===== src/rtl/fetch_unit.sv =====
// -----------------------------------------------------------------------------
// fetch_unit
//
// Program-counter / next-PC stage sitting directly in front of the control
// decoder. Each cycle ProgCtr addresses the instruction ROM. The decoder's
// Jump/Branch/BranchCond/PCTarg and the ALU flags select the next PC. A
// 16-entry programmable branch-target LUT supplies the redirect targets. A
// Start/Halt/Done handshake controls the run.
//
// Ports
//   Clk        : single clock; all state updates on the rising edge
//   Reset      : synchronous, active-low; overrides every other input
//   Start      : level; begin execution at StartAddr (IDLE or HALT only)
//   StartAddr  : PC loaded on an accepted Start
//   Halt       : decoded halt at the current PC
//   Stall      : hold the PC this cycle (multi-cycle memory op)
//   Jump       : unconditional redirect to LUT[PCTarg]
//   Branch     : conditional redirect to LUT[PCTarg]
//   BranchCond : 00 Z, 01 !Z, 10 N, 11 !N  (registered flags)
//   PCTarg     : LUT read index
//   FlagWe     : capture ZeroIn/NegIn into the flag registers
//   ZeroIn     : ALU zero result
//   NegIn      : ALU negative result
//   LutWe      : LUT write enable
//   LutAddr    : LUT write index
//   LutData    : LUT write data
//   ProgCtr    : registered instruction ROM address
//   Running    : high while in RUN
//   Done       : high while in HALT
//   Taken      : combinational; the next PC is a redirect this cycle
// -----------------------------------------------------------------------------
module fetch_unit #(
    parameter int PC_W  = 10,
    parameter int LUT_N = 16
) (
    input  logic            Clk,
    input  logic            Reset,
    input  logic            Start,
    input  logic [PC_W-1:0] StartAddr,
    input  logic            Halt,
    input  logic            Stall,
    input  logic            Jump,
    input  logic            Branch,
    input  logic [1:0]      BranchCond,
    input  logic [3:0]      PCTarg,
    input  logic            FlagWe,
    input  logic            ZeroIn,
    input  logic            NegIn,
    input  logic            LutWe,
    input  logic [3:0]      LutAddr,
    input  logic [PC_W-1:0] LutData,
    output logic [PC_W-1:0] ProgCtr,
    output logic            Running,
    output logic            Done,
    output logic            Taken
);

    typedef enum logic [1:0] {
        IDLE = 2'd0,
        RUN  = 2'd1,
        HALT = 2'd2
    } state_t;

    state_t          state_reg, state_next;
    logic [PC_W-1:0] pc_reg, pc_next;
    logic            z_reg, n_reg;
    logic [PC_W-1:0] lut_reg [LUT_N];
    logic [LUT_N-1:0] lut_sel;
    logic [PC_W-1:0] target;
    logic            cond_true;

    // -------------------------------------------------------------------------
    // Branch-target LUT. Per-entry write selects are decoded here; the read
    // is combinational so a same-cycle write to the index being read still
    // returns the old entry (the new value lands at the edge).
    // -------------------------------------------------------------------------
    genvar gi;
    generate
        for (gi = 0; gi < LUT_N; gi++) begin : g_lut_sel
            assign lut_sel[gi] = LutWe && (LutAddr == 4'(gi));
        end
    endgenerate

    always_ff @(posedge Clk) begin
        for (int i = 0; i < LUT_N; i++) begin
            if (!Reset) begin
                lut_reg[i] <= '0;
            end else if (lut_sel[i]) begin
                lut_reg[i] <= LutData;
            end
        end
    end

    assign target = lut_reg[PCTarg];

    // -------------------------------------------------------------------------
    // Flag registers. Captured in any state, including during Stall. Branch
    // conditions read the registered copies only, so a compare issued in the
    // same cycle as a branch does not affect that branch.
    // -------------------------------------------------------------------------
    always_ff @(posedge Clk) begin
        if (!Reset) begin
            z_reg <= 1'b0;
            n_reg <= 1'b0;
        end else if (FlagWe) begin
            z_reg <= ZeroIn;
            n_reg <= NegIn;
        end
    end

    always_comb begin
        cond_true = 1'b0;
        case (BranchCond)
            2'b00:   cond_true = z_reg;
            2'b01:   cond_true = ~z_reg;
            2'b10:   cond_true = n_reg;
            default: cond_true = ~n_reg;
        endcase
    end

    // Outputs decoded from registered state only.
    assign Running = (state_reg == RUN);
    assign Done    = (state_reg == HALT);
    assign ProgCtr = pc_reg;

    // Jump and Branch share the same target, so Jump winning needs no mux.
    assign Taken = Running & ~Stall & ~Halt & (Jump | (Branch & cond_true));

    // -------------------------------------------------------------------------
    // Run-control FSM and next-PC selection.
    // -------------------------------------------------------------------------
    always_ff @(posedge Clk) begin
        if (!Reset) begin
            state_reg <= IDLE;
            pc_reg    <= '0;
        end else begin
            state_reg <= state_next;
            pc_reg    <= pc_next;
        end
    end

    always_comb begin
        state_next = state_reg;
        pc_next    = pc_reg;
        case (state_reg)
            IDLE, HALT: begin
                if (Start) begin
                    pc_next    = StartAddr;
                    state_next = RUN;
                end
            end
            RUN: begin
                // Stall outranks everything; Start is ignored while running.
                if (!Stall) begin
                    if (Halt) begin
                        state_next = HALT;
                    end else if (Taken) begin
                        pc_next = target;
                    end else begin
                        // Natural modulo 2**PC_W wrap: all-ones goes to 0.
                        pc_next = pc_reg + PC_W'(1);
                    end
                end
            end
            default: begin
                state_next = IDLE;
            end
        endcase
    end

endmodule


===== config.mk =====
export PLATFORM = sky130hd
export DESIGN_NAME = fetch_unit
export DESIGN_NICKNAME = d
export VERILOG_FILES = /design/src/rtl/fetch_unit.sv
export SDC_FILE = /design/constraint.sdc
export NUM_CORES = 1
export LEC_CHECK = 0
export CELL_PAD_IN_SITES_DETAIL_PLACEMENT = 0
export CELL_PAD_IN_SITES_GLOBAL_PLACEMENT = 2
export CORE_UTILIZATION = 46
export CTS_CLUSTER_DIAMETER = 50
export DETAILED_ROUTE_END_ITERATION = 12
export GPL_ROUTABILITY_DRIVEN = 1
export HOLD_SLACK_MARGIN = 0.06
export PLACE_DENSITY_LB_ADDON = 0.1
export REMOVE_ABC_BUFFERS = 1
export SYNTH_ARGS = -nofsm -noshare
export SYNTH_HDL_FRONTEND = slang
export SYNTH_SLANG_ARGS = --single-unit

===== constraint.sdc =====
create_clock -name Clk -period 4.5 [get_ports Clk]
set_clock_uncertainty 0.05 [all_clocks]
set_input_delay 0.9 -clock Clk [delete_from_list [all_inputs] [get_ports Clk]]
set_output_delay 0.9 -clock Clk [all_outputs]
set_load 0.005 [all_outputs]

Word level (Yosys, flattened, before mapping)
Memory sizes are Yosys's and may differ from the RTL's.
Index checks and enable logic that the tools add are counted.
W data, S select, Z words.

storage, ports and cells
  logic and storage cells = 152
  memories kept = 1
  register bits after elaboration = 14
  bits of input ports = 41
  bits in writable memories = 160
  output and inout port bits = 13

operators by class
  bitwise gates (word level) = 25
  reductions and logical operators = 23
  equal/unequal tests = 23
  multiplexer cells = 75
  add/sub/neg operators = 1

memories
  name     words  width  read ports  clocked after memory_dff  wr ports  line  RTL
  lut_reg  16     10     1           0                         16        67    logic [PC_W-1:0] lut_reg [LUT_N];

operators by type and width
  kind                     number
  $mux W10                 20
  $mux W1                  49
  $eq A4 B4 Y1 const B     8
  $pmux W10 S2             1
  $or A1 B1 Y1             17
  $eq A4 B3 Y1 const B     4
  $logic_and A1 B1 Y1      16
  $add A10 B1 Y10 const B  1
  $eq A4 B2 Y1 const B     2
  $ne A2 B2 Y1 const B     4
  $mux W2                  3
  $and A1 B1 Y1            4
  $eq A2 B1 Y1 const B     2
  $eq A2 B2 Y1 const B     2
  $eq A4 B1 Y1 const B     1
  $logic_not A2 Y1         2
  $logic_not A4 Y1         1
  $not A1 Y1               4
  $pmux W2 S2              1
  $reduce_and A4 Y1        1
  $pmux W1 S3              1
  $reduce_and A3 Y1        1
  $reduce_bool A2 Y1       1
  $reduce_or A2 Y1         1

Longest topological paths before layout
Gate-level depths: netlist of run 1.

  depth in word-level cells = 9
  depth in mapped cells = 8
  depth with buffers taken out = 6

Least setup slack after synthesis of run 1
No wires, ideal clock.

  path kind = input-to-output
  from = input BranchCond[1]
  to = output Taken
  arrival time = 1.656 ns
  path buffers = 1
  data required time = 3.550 ns
  cell stages on the path = 4
  setup slack = 1.894 ns
  path through = mux2i_1 mux2i_1 o21a_1 buf_2

between the ends
  word-level cells in the longest chain between the ends = 5
  elaborated cells on any way between the ends = 7

ends and longest elaborated chain
  element                               line  RTL
  start: declaration                    44    input logic [1:0] BranchCond,
  $eq A2 B2 Y1 (tied with other cells)  113   case (BranchCond)
  $pmux W1 S3 *                         113
  $and A1 B1 Y1 *                       127   assign Taken = Running & ~Stall & ~Halt & (Jump | (Branch & cond_true));
  $or A1 B1 Y1 *                        127
  $and A1 B1 Y1 *                       127
  end: declaration                      55    output logic Taken

Mark *: on every way between the ends. The rest lies on a longest branch, timed or not.

Worst setup path after layout of run 1
Ends and elaborated chain as after synthesis.

==> flow_summary.yaml, run 1 <==
power_and_ir_drop:
  p_total_uw: 3640
  power_density_nw_per_um2: 382
  peakVddDrop_uv: 277
  p_leak_uw: 0.00331
yosys:
  synth-warning-count: 0
  seq_area_frac_synth: 0.625
  syn_avg_cell_area_sq_um: 14.7
  ys_ff_latch: 174
  syn_inst: 554
  synth_area_sq_um: 8130
  synth_cell_type_count: 38
route:
  via_per_inst: 5.49
  drt.antenna.violating_nets: 0
  routedWlPerCell_um: 22.5
  vias: 4696
  drt_iter0_drc: 358
  routed_wl_um: 19200
  drt-pass1-iter-count: 5
  drc: 0
cells_and_area:
  diodes: 0
  area_delta_synth_final_pct: 17.2
  drive_gt1_frac: 0.163
  fin_cells: 856
  nNetsFinal: 660
  largest_reg_flops: 160
clock_tree:
  htree_levels: 4
  path_clk_slew_ns: 0.06
  cts_root_buf: "clkbuf_16"
  clk_latency_ns: 0.42
  cts_buffers: 17
  clock-sinks: 174
  cts_resized: 0
  post_cts_buffers: 0
  cts_hold_buffers: 0
  clock_path_buffers: 2
  cts_tree: "done"
floorplan:
  die_h_um: 135
  io-pin-count: 54
  rows: 48
  die_w_um: 135
  dieArea_sq_um: 18200
  start_util: 0.470
  core-area_sq_um: 17300
sta:
  hold_viol: 0
  tightest_slew_ns: 1.04
  max_slew_margin: 0.304
  period_minus_slack_ns: 3.86
  setup_violations: 0
  max_freq_mhz: 259
  drv_slew: 0
  fin_setup_tns_ns: 0
  period_share: 0.857
  rsz0062_at_grt: "false"
global_route:
  grt_pass1_vias: 4894
  grt_max_degree: 41
  grt_pass1_wl_um: 28800
  antenna_found_initial: 0
  grt_util_all_layers: 0.227
  gr-total-overflow: 0
flow_run:
  drv_cap: 0
worst_setup_path:
  reg2reg_depth: 6
  worstPathMaxFanout: 13
  regToRegSetupSlack_ns: 2.29
  cp-start-kind: "input port"
  worstSetupPathType: "input port to output port"
  arrival_ns: 2.91
  endpoint_kind: "output port"
  required_ns: 3.55
outcome:
  status: "finished clean"
place:
  dp_cells: 824
  globalplace.congestion: 0.820
  portBuffers: 53
  dp_hpwl_um: 13000
worst_hold_path:
  min_path_type: "register to register"
  hold_path_depth: 2
metrics by stage:
step	hold WS [ns]	utilization	instance area, sq um	setup WS [ns]
global route	0.532	0.551	9530	0.501
CTS	0.498	0.551	9530	0.596
detailed placement	0.489	0.519	8980	0.619
finish	0.495	0.551	9530	0.644
floorplan	0.432	-	8010	1.93
global placement	0.469	0.519	8980	0.639
Yosys cell counts:
cell type	instances	share of area
and2_1	161	0.12
edfxtp_1	160	0.59
mux4_2	47	0.13
nand2_1	22	0.010
o21ai_0	21	0.013
nor2_1	18	0.0083
clkbuf_1	17	0.0078
dfxtp_1	14	0.034
buf_2	10	0.0062
inv_1	8	0.0037
mux2i_1	7	0.0086
nand3_1	7	0.0043
nor2b_1	6	0.0046
nand2b_1	5	0.0038
o32a_1	5	0.0062
xnor2_1	5	0.0054
a221oi_1	4	0.0043
nand4_1	4	0.0031
o211ai_1	4	0.0037
a31oi_1	3	0.0023
and3_1	3	0.0023
a41oi_1	2	0.0022
mux2_2	2	0.0028
nand3b_1	2	0.0018
o21a_1	2	0.0018
or2_2	2	0.0015
xor2_1	2	0.0022
a21oi_1	1	0.00061
a22oi_1	1	0.00092
and4_1	1	0.0011
buf_4	1	0.00092
ha_1	1	0.0015
nor3_1	1	0.00061
nor3b_1	1	0.00092
o2111a_1	1	0.0014
o2111ai_1	1	0.0011
o21ai_2	1	0.0011
or3_1	1	0.00077
layer usage:
layer | track usage | part of all wire | up-vias
li1 | - | - | 2200
met1 | 0.289 | 0.42 | 2341
met2 | 0.395 | 0.52 | 140
met3 | 0.0357 | 0.048 | 15
met4 | 0.0774 | 0.011 | 0
met5 | 0 | 0 | -
report_power, final:
part / internal [uW] / switching, uW / leakage (uW)
logic: 174 / 180 / 0.00140
clock network: 787 / 597 / 0.000266
registers: 1860 / 38.7 / 0.00165
critical path: stages:
cell and delay, ns:
clkdlybuf4s50_1 0.48, mux2i_1 0.23, mux2i_1 0.27, o21a_1 0.44
clkdlybuf4s50_1 0.59
area by class of cell:
class | instances | area [sq um]
fill | 1419 | 7760
clock inverter | 11 | 93.8
timing repair buffer | 73 | 683
sequential | 174 | 5080
inverter | 8 | 30.0
tap | 225 | 282
clock buffer | 21 | 460
multi-input combinational | 344 | 2900
cell families (layout without fill, tap and decap cells):
| logic type | after synthesis | after routing | share of synthesized area |
|---|---|---|---|
| AND/OR/NAND/NOR | 234 | 234 | 0.167 |
| flip-flops | 174 | 174 | 0.625 |
| multiplexers | 56 | 56 | 0.142 |
| AO/OA/AOI/OAI | 46 | 46 | 0.0385 |
| buffers and inverters | 36 | 113 | 0.0186 |
| XOR/XNOR | 7 | 7 | 0.00754 |
| adder cells (fa/ha/maj) | 1 | 1 | 0.00154 |
worst paths after layout:
path,startpoint,end
max,BranchCond[1],Taken
min,n_reg,n_reg
min reg2reg,n_reg,n_reg
max reg2reg,state_reg[0],ProgCtr[4]
cell usage in the layout, fill, tap and decap left out, drive strengths merged, types with 3 or more instances in the layout:
master,instances
buf,22
nand3,7
a31oi,3
edfxtp,160
nand4,4
clkinv,7
nor2,18
dfxtp,14
o21ai,22
and3,3
mux4,47
clkdlybuf4s50,51
nand2,22
nor2b,6
a221oi,4
and2,161
xnor2,5
o211ai,4
clkinvlp,3
inv,8
mux2i,7
o32a,5
nand2b,5
clkbuf,21
No activity file was read; power rests on OpenSTA's default activity.
==> run 2: changes to the inputs <==
Settings changed: CORE_MARGIN from default to 2, SLEW_MARGIN from default to 10.
==> run 2 against run 1 <==
- via count rose by 2.1%
- sequential share of layout area down 0.49 points
- worst hold slack got worse by 0.013 ns
- combinational power increased by 3%
- utilization is 0.51 points higher
- critical path type unchanged
- critical endpoint unchanged
- largest cell class unchanged
==> flow_summary.yaml, run 2 (synthesis gave the netlist of run 1 again) <==
route:
  drt_iter0_drc: 390
  drc: 0
  via_per_inst: 5.59
  vias: 4793
  drt-pass1-iter-count: 4
  routed_wl_um: 20300
  drt.antenna.violating_nets: 0
  routedWlPerCell_um: 23.7
floorplan:
  core-area_sq_um: 17300
  die_w_um: 137
  dieArea_sq_um: 18800
  die_h_um: 137
  io-pin-count: 54
  start_util: 0.470
  rows: 48
clock_tree:
  clock-sinks: 174
  clk_latency_ns: 0.43
  cts_tree: "done"
  htree_levels: 4
  path_clk_slew_ns: 0.06
  clock_path_buffers: 2
  cts_hold_buffers: 0
  cts_resized: 0
  cts_root_buf: "clkbuf_16"
  post_cts_buffers: 0
  cts_buffers: 17
worst_setup_path:
  cp-start-kind: "input port"
  worstPathMaxFanout: 13
  r2r_end: "ProgCtr[1]"
  endpoint_kind: "output port"
  regToRegSetupSlack_ns: 2.26
  required_ns: 3.55
  worstSetupPathType: "input port to output port"
  crit_chain: "clkdlybuf4s50_1, mux2i_1, mux2i_1, o21a_1, buf_4, clkdlybuf4s50_1"
  cp_num_buf_inv: 3
  reg2reg_from: "state_reg[0]"
  slowest_stage: "clkdlybuf4s50_1"
  crit_family: "buffers and inverters"
  slowest_delay_ns: 0.52
  arrival_ns: 2.69
  reg2reg_depth: 6
global_route:
  globalRouteMet2Util: 0.386
  grt_util_all_layers: 0.234
  gr-total-overflow: 0
  use_met1: 0.313
  grt_most_used_layer: "met2"
  grt_max_degree: 41
  antenna_found_initial: 1
  grt_pass1_vias: 4940
  grt_pass1_wl_um: 30300
  use_met3: 0.0507
sta:
  hold_viol: 0
  period_share: 0.810
  drv_slew: 0
  max_slew_margin: 0.298
  tightest_slew_ns: 1.05
  rsz0062_at_grt: "false"
  period_minus_slack_ns: 3.64
  fin_setup_tns_ns: 0
  setup_violations: 0
  max_freq_mhz: 274
place:
  portBuffers: 53
  dp_hpwl_um: 13500
  globalplace.congestion: 0.810
worst_hold_path:
  min_from: "n_reg"
  min_path_type: "register to register"
  min_to: "n_reg"
  hold_path_depth: 2
cells_and_area:
  final_cell_mix: "and2_1 (161), edfxtp_1 (160), clkdlybuf4s50_1 (51)"
  largest_reg_flops: 160
  final_common_cell: "and2_1"
  nFillCells: 1400
  drive_gt1_frac: 0.165
  final_util: 0.556
  nNetsFinal: 661
  area_delta_synth_final_pct: 18.3
  diodes: 0
outcome:
  status: "finished clean"
power_and_ir_drop:
  p_total_uw: 3840
  peakVddDrop_uv: 276
  power_density_nw_per_um2: 399
  p_leak_uw: 0.00335
flow_run:
  drv_cap: 0
run 2: final cells by class:
type / instances / area [sq um] / area share
clock buffer: 22 / 474 / 0.0493
clock inverter: 10 / 161 / 0.0168
inverter: 8 / 30.0 / 0.00312
multi-input combinational: 344 / 2900 / 0.301
sequential: 174 / 5080 / 0.529
tap: 225 / 282 / 0.0293
timing repair buffer: 74 / 691 / 0.0718
run 2: per-stage QoR:
stage	std cells	hold WS, ns	cell area, sq um	setup WS, ns
after floorplan	526	0.432	8010	1.93
after global placement	825	0.461	8980	0.832
after CTS	857	0.498	9620	0.814
after detailed placement	825	0.483	8980	0.823
after global routing	857	0.519	9620	0.726
final	857	0.482	9620	0.855
run 2: worst max-delay path by stage:
stage / start / to / slack (ns) / cells after the start
after global routing: BranchCond[1] / Taken / 0.73 / 6
after CTS: BranchCond[1] / Taken / 0.81 / 6
final: BranchCond[1] / Taken / 0.86 / 6
after floorplan: BranchCond[1] / Taken / 1.93 / 3
after global placement: BranchCond[1] / Taken / 0.83 / 6
after detailed placement: BranchCond[1] / Taken / 0.82 / 6
run 2: power by group:
group	switching, uW	internal (uW)	leakage (uW)
Sequential	40.6	1860	0.00165
Combinational	189	174	0.00140
Clock	604	973	0.000304
run 2: worst reg2reg max path, cell delays in order (launching register included):
cell      delay (ns)
dfxtp_1         0.49
nand2b_1        0.31
or3_1           0.44
o21ai_2         0.27
o32a_1          0.27
nand2_1         0.06
a221oi_1        0.25
run 2: layer usage:
layer | up-vias | routed length [um]
li1 | 2200 | -
met5 | - | 13
met3 | 24 | 948
met4 | 2 | 347
met1 | 2452 | 8950
met2 | 115 | 10100
==> run 3: changes to the inputs <==
Settings changed: CORE_UTILIZATION 46 to 39.
Clock period 4.5 ns to 3.25 ns, I/O delays scaled along.
==> run 3 against run 2 <==
- critical path depth shrank 1
- worst hold slack lost 0.0055 ns
- routed wire length grew 6.0%
- combinational power grew 44%
- cell count grew 7.5%
- register-to-register slack lost 1.2 ns
- setup slack lost 0.54 ns
- clock-buffer cell count shrank 2
- non-clock buffer count grew 19
- clock power grew 35%
- sequential power grew 38%
- power grew 38%
- critical path type unchanged
- critical endpoint unchanged
- highest routed layer is now met4
==> flow_summary.yaml, run 3 (synthesis gave the netlist of run 1 again) <==
power_and_ir_drop:
  p_total_uw: 5290
  p_leak_uw: 0.00346
  power_density_nw_per_um2: 538
  peakVddDrop_uv: 373
sta:
  drv_slew: 0
  hold-worst-slack_ns: 0.476
  fin_setup_tns_ns: 0
  rsz0062_at_grt: "false"
  period_minus_slack_ns: 2.93
  hold_viol: 0
  setup_violations: 0
  max_freq_mhz: 341
  tightest_slew_ns: 0.741
  max_slew_margin: 0.504
  period_share: 0.903
worst_setup_path:
  required_ns: 2.55
  slowest_delay_ns: 0.50
  worstPathMaxFanout: 2
  cp-start-kind: "input port"
  r2r_end: "ProgCtr[5]"
  regToRegSetupSlack_ns: 1.07
  endpoint_kind: "output port"
  arrival_ns: 2.23
  worstSetupPathType: "input port to output port"
  slowest_stage: "clkdlybuf4s50_1"
  crit_chain: "clkdlybuf4s50_1, mux2i_1, mux2i_1, o21a_1, clkdlybuf4s50_1"
  reg2reg_from: "state_reg[0]"
  reg2reg_depth: 6
worst_hold_path:
  hold_path_depth: 2
  min_from: "n_reg"
  min_path_type: "register to register"
  min_to: "n_reg"
route:
  via_per_inst: 5.29
  drt-pass1-iter-count: 5
  vias: 4872
  drt.antenna.violating_nets: 0
  routedWlPerCell_um: 23.4
  drc: 0
  routed_wl_um: 21500
  drt_iter0_drc: 413
global_route:
  globalRouteMet2Util: 0.350
  use_met3: 0.0328
  grt_util_all_layers: 0.207
  grt_max_degree: 41
  antenna_found_initial: 0
  grt_pass1_vias: 4993
  gr-total-overflow: 0
  use_met1: 0.285
  grt_pass1_wl_um: 32300
  grt_most_used_layer: "met2"
place:
  dp_hpwl_um: 14400
  globalplace.congestion: 0.806
  portBuffers: 53
  dpl-instance-area_sq_um: 9210
cells_and_area:
  drive_gt1_frac: 0.192
  area_delta_synth_final_pct: 20.8
  multiInputGateArea_sq_um: 2900
  nNetsFinal: 680
  final_common_cell: "and2_1"
  final_util: 0.482
  postLayoutCellArea_sq_um: 9820
  final_cell_mix: "and2_1 (161), edfxtp_1 (160), clkdlybuf4s50_1 (51)"
  diodes: 0
  seq_area_sq_um: 5080
  nFillCells: 1781
  largest_reg_flops: 160
clock_tree:
  cts_buffers: 17
  cts_tree: "done"
  htree_levels: 4
  cts_root_buf: "clkbuf_16"
  clk_latency_ns: 0.42
  clock-sinks: 174
  path_clk_slew_ns: 0.07
  cts_hold_buffers: 0
  clock_path_buffers: 2
  cts_resized: 0
  post_cts_buffers: 0
floorplan:
  core-area_sq_um: 20400
  start_util: 0.399
  die_h_um: 148
  io-pin-count: 54
  rows: 52
  dieArea_sq_um: 22000
  die_w_um: 148
outcome:
  status: "finished clean"
flow_run:
  drv_cap: 0
run 3: worst max-delay path by stage:
| stage | depth (start not counted) | startpoint | end | slack [ns] |
|---|---|---|---|---|
| finish | 5 | BranchCond[1] | Taken | 0.32 |
| global route | 4 | state_reg[0] | Taken | 0.20 |
| CTS | 5 | BranchCond[1] | Taken | 0.29 |
| detailed placement | 5 | BranchCond[1] | Taken | 0.28 |
| global placement | 5 | BranchCond[1] | Taken | 0.29 |
| floorplan | 2 | LutAddr[0] | lut_reg[4][0] | 1.02 |
run 3: critical path: cells and delay by family:
kind / cells / cell delay, ns
buffers and inverters: 2 / 0.97
muxes: 2 / 0.47
AOI/OAI and AO/OA: 1 / 0.15
run 3: final cells by class:
| type | count | share of cell area |
|---|---|---|
| inverter | 8 | 0.00306 |
| multi-input combinational | 344 | 0.295 |
| timing repair buffer | 93 | 0.0874 |
| tap | 270 | 0.0344 |
| clock inverter | 12 | 0.0159 |
| clock buffer | 20 | 0.0465 |
| sequential | 174 | 0.518 |
run 3: through the flow:
stage	worst slack (ns)	cells
floorplan	1.02	526
global placement	0.292	889
detailed placement	0.284	889
CTS	0.289	921
global route	0.202	921
finish	0.317	921
run 3: routing by layer:
layer / vias up / wire [um]
met5: - / 0
met4: 0 / 209
met3: 17 / 792
met2: 121 / 10700
met1: 2495 / 9810
li1: 2239 / -
run 3: where the power goes:
group | leakage (uW) | internal [uW] | switching (uW)
combinational | 0.00151 | 250 | 272
clock | 0.000302 | 1260 | 875
sequential | 0.00165 | 2580 | 54.1
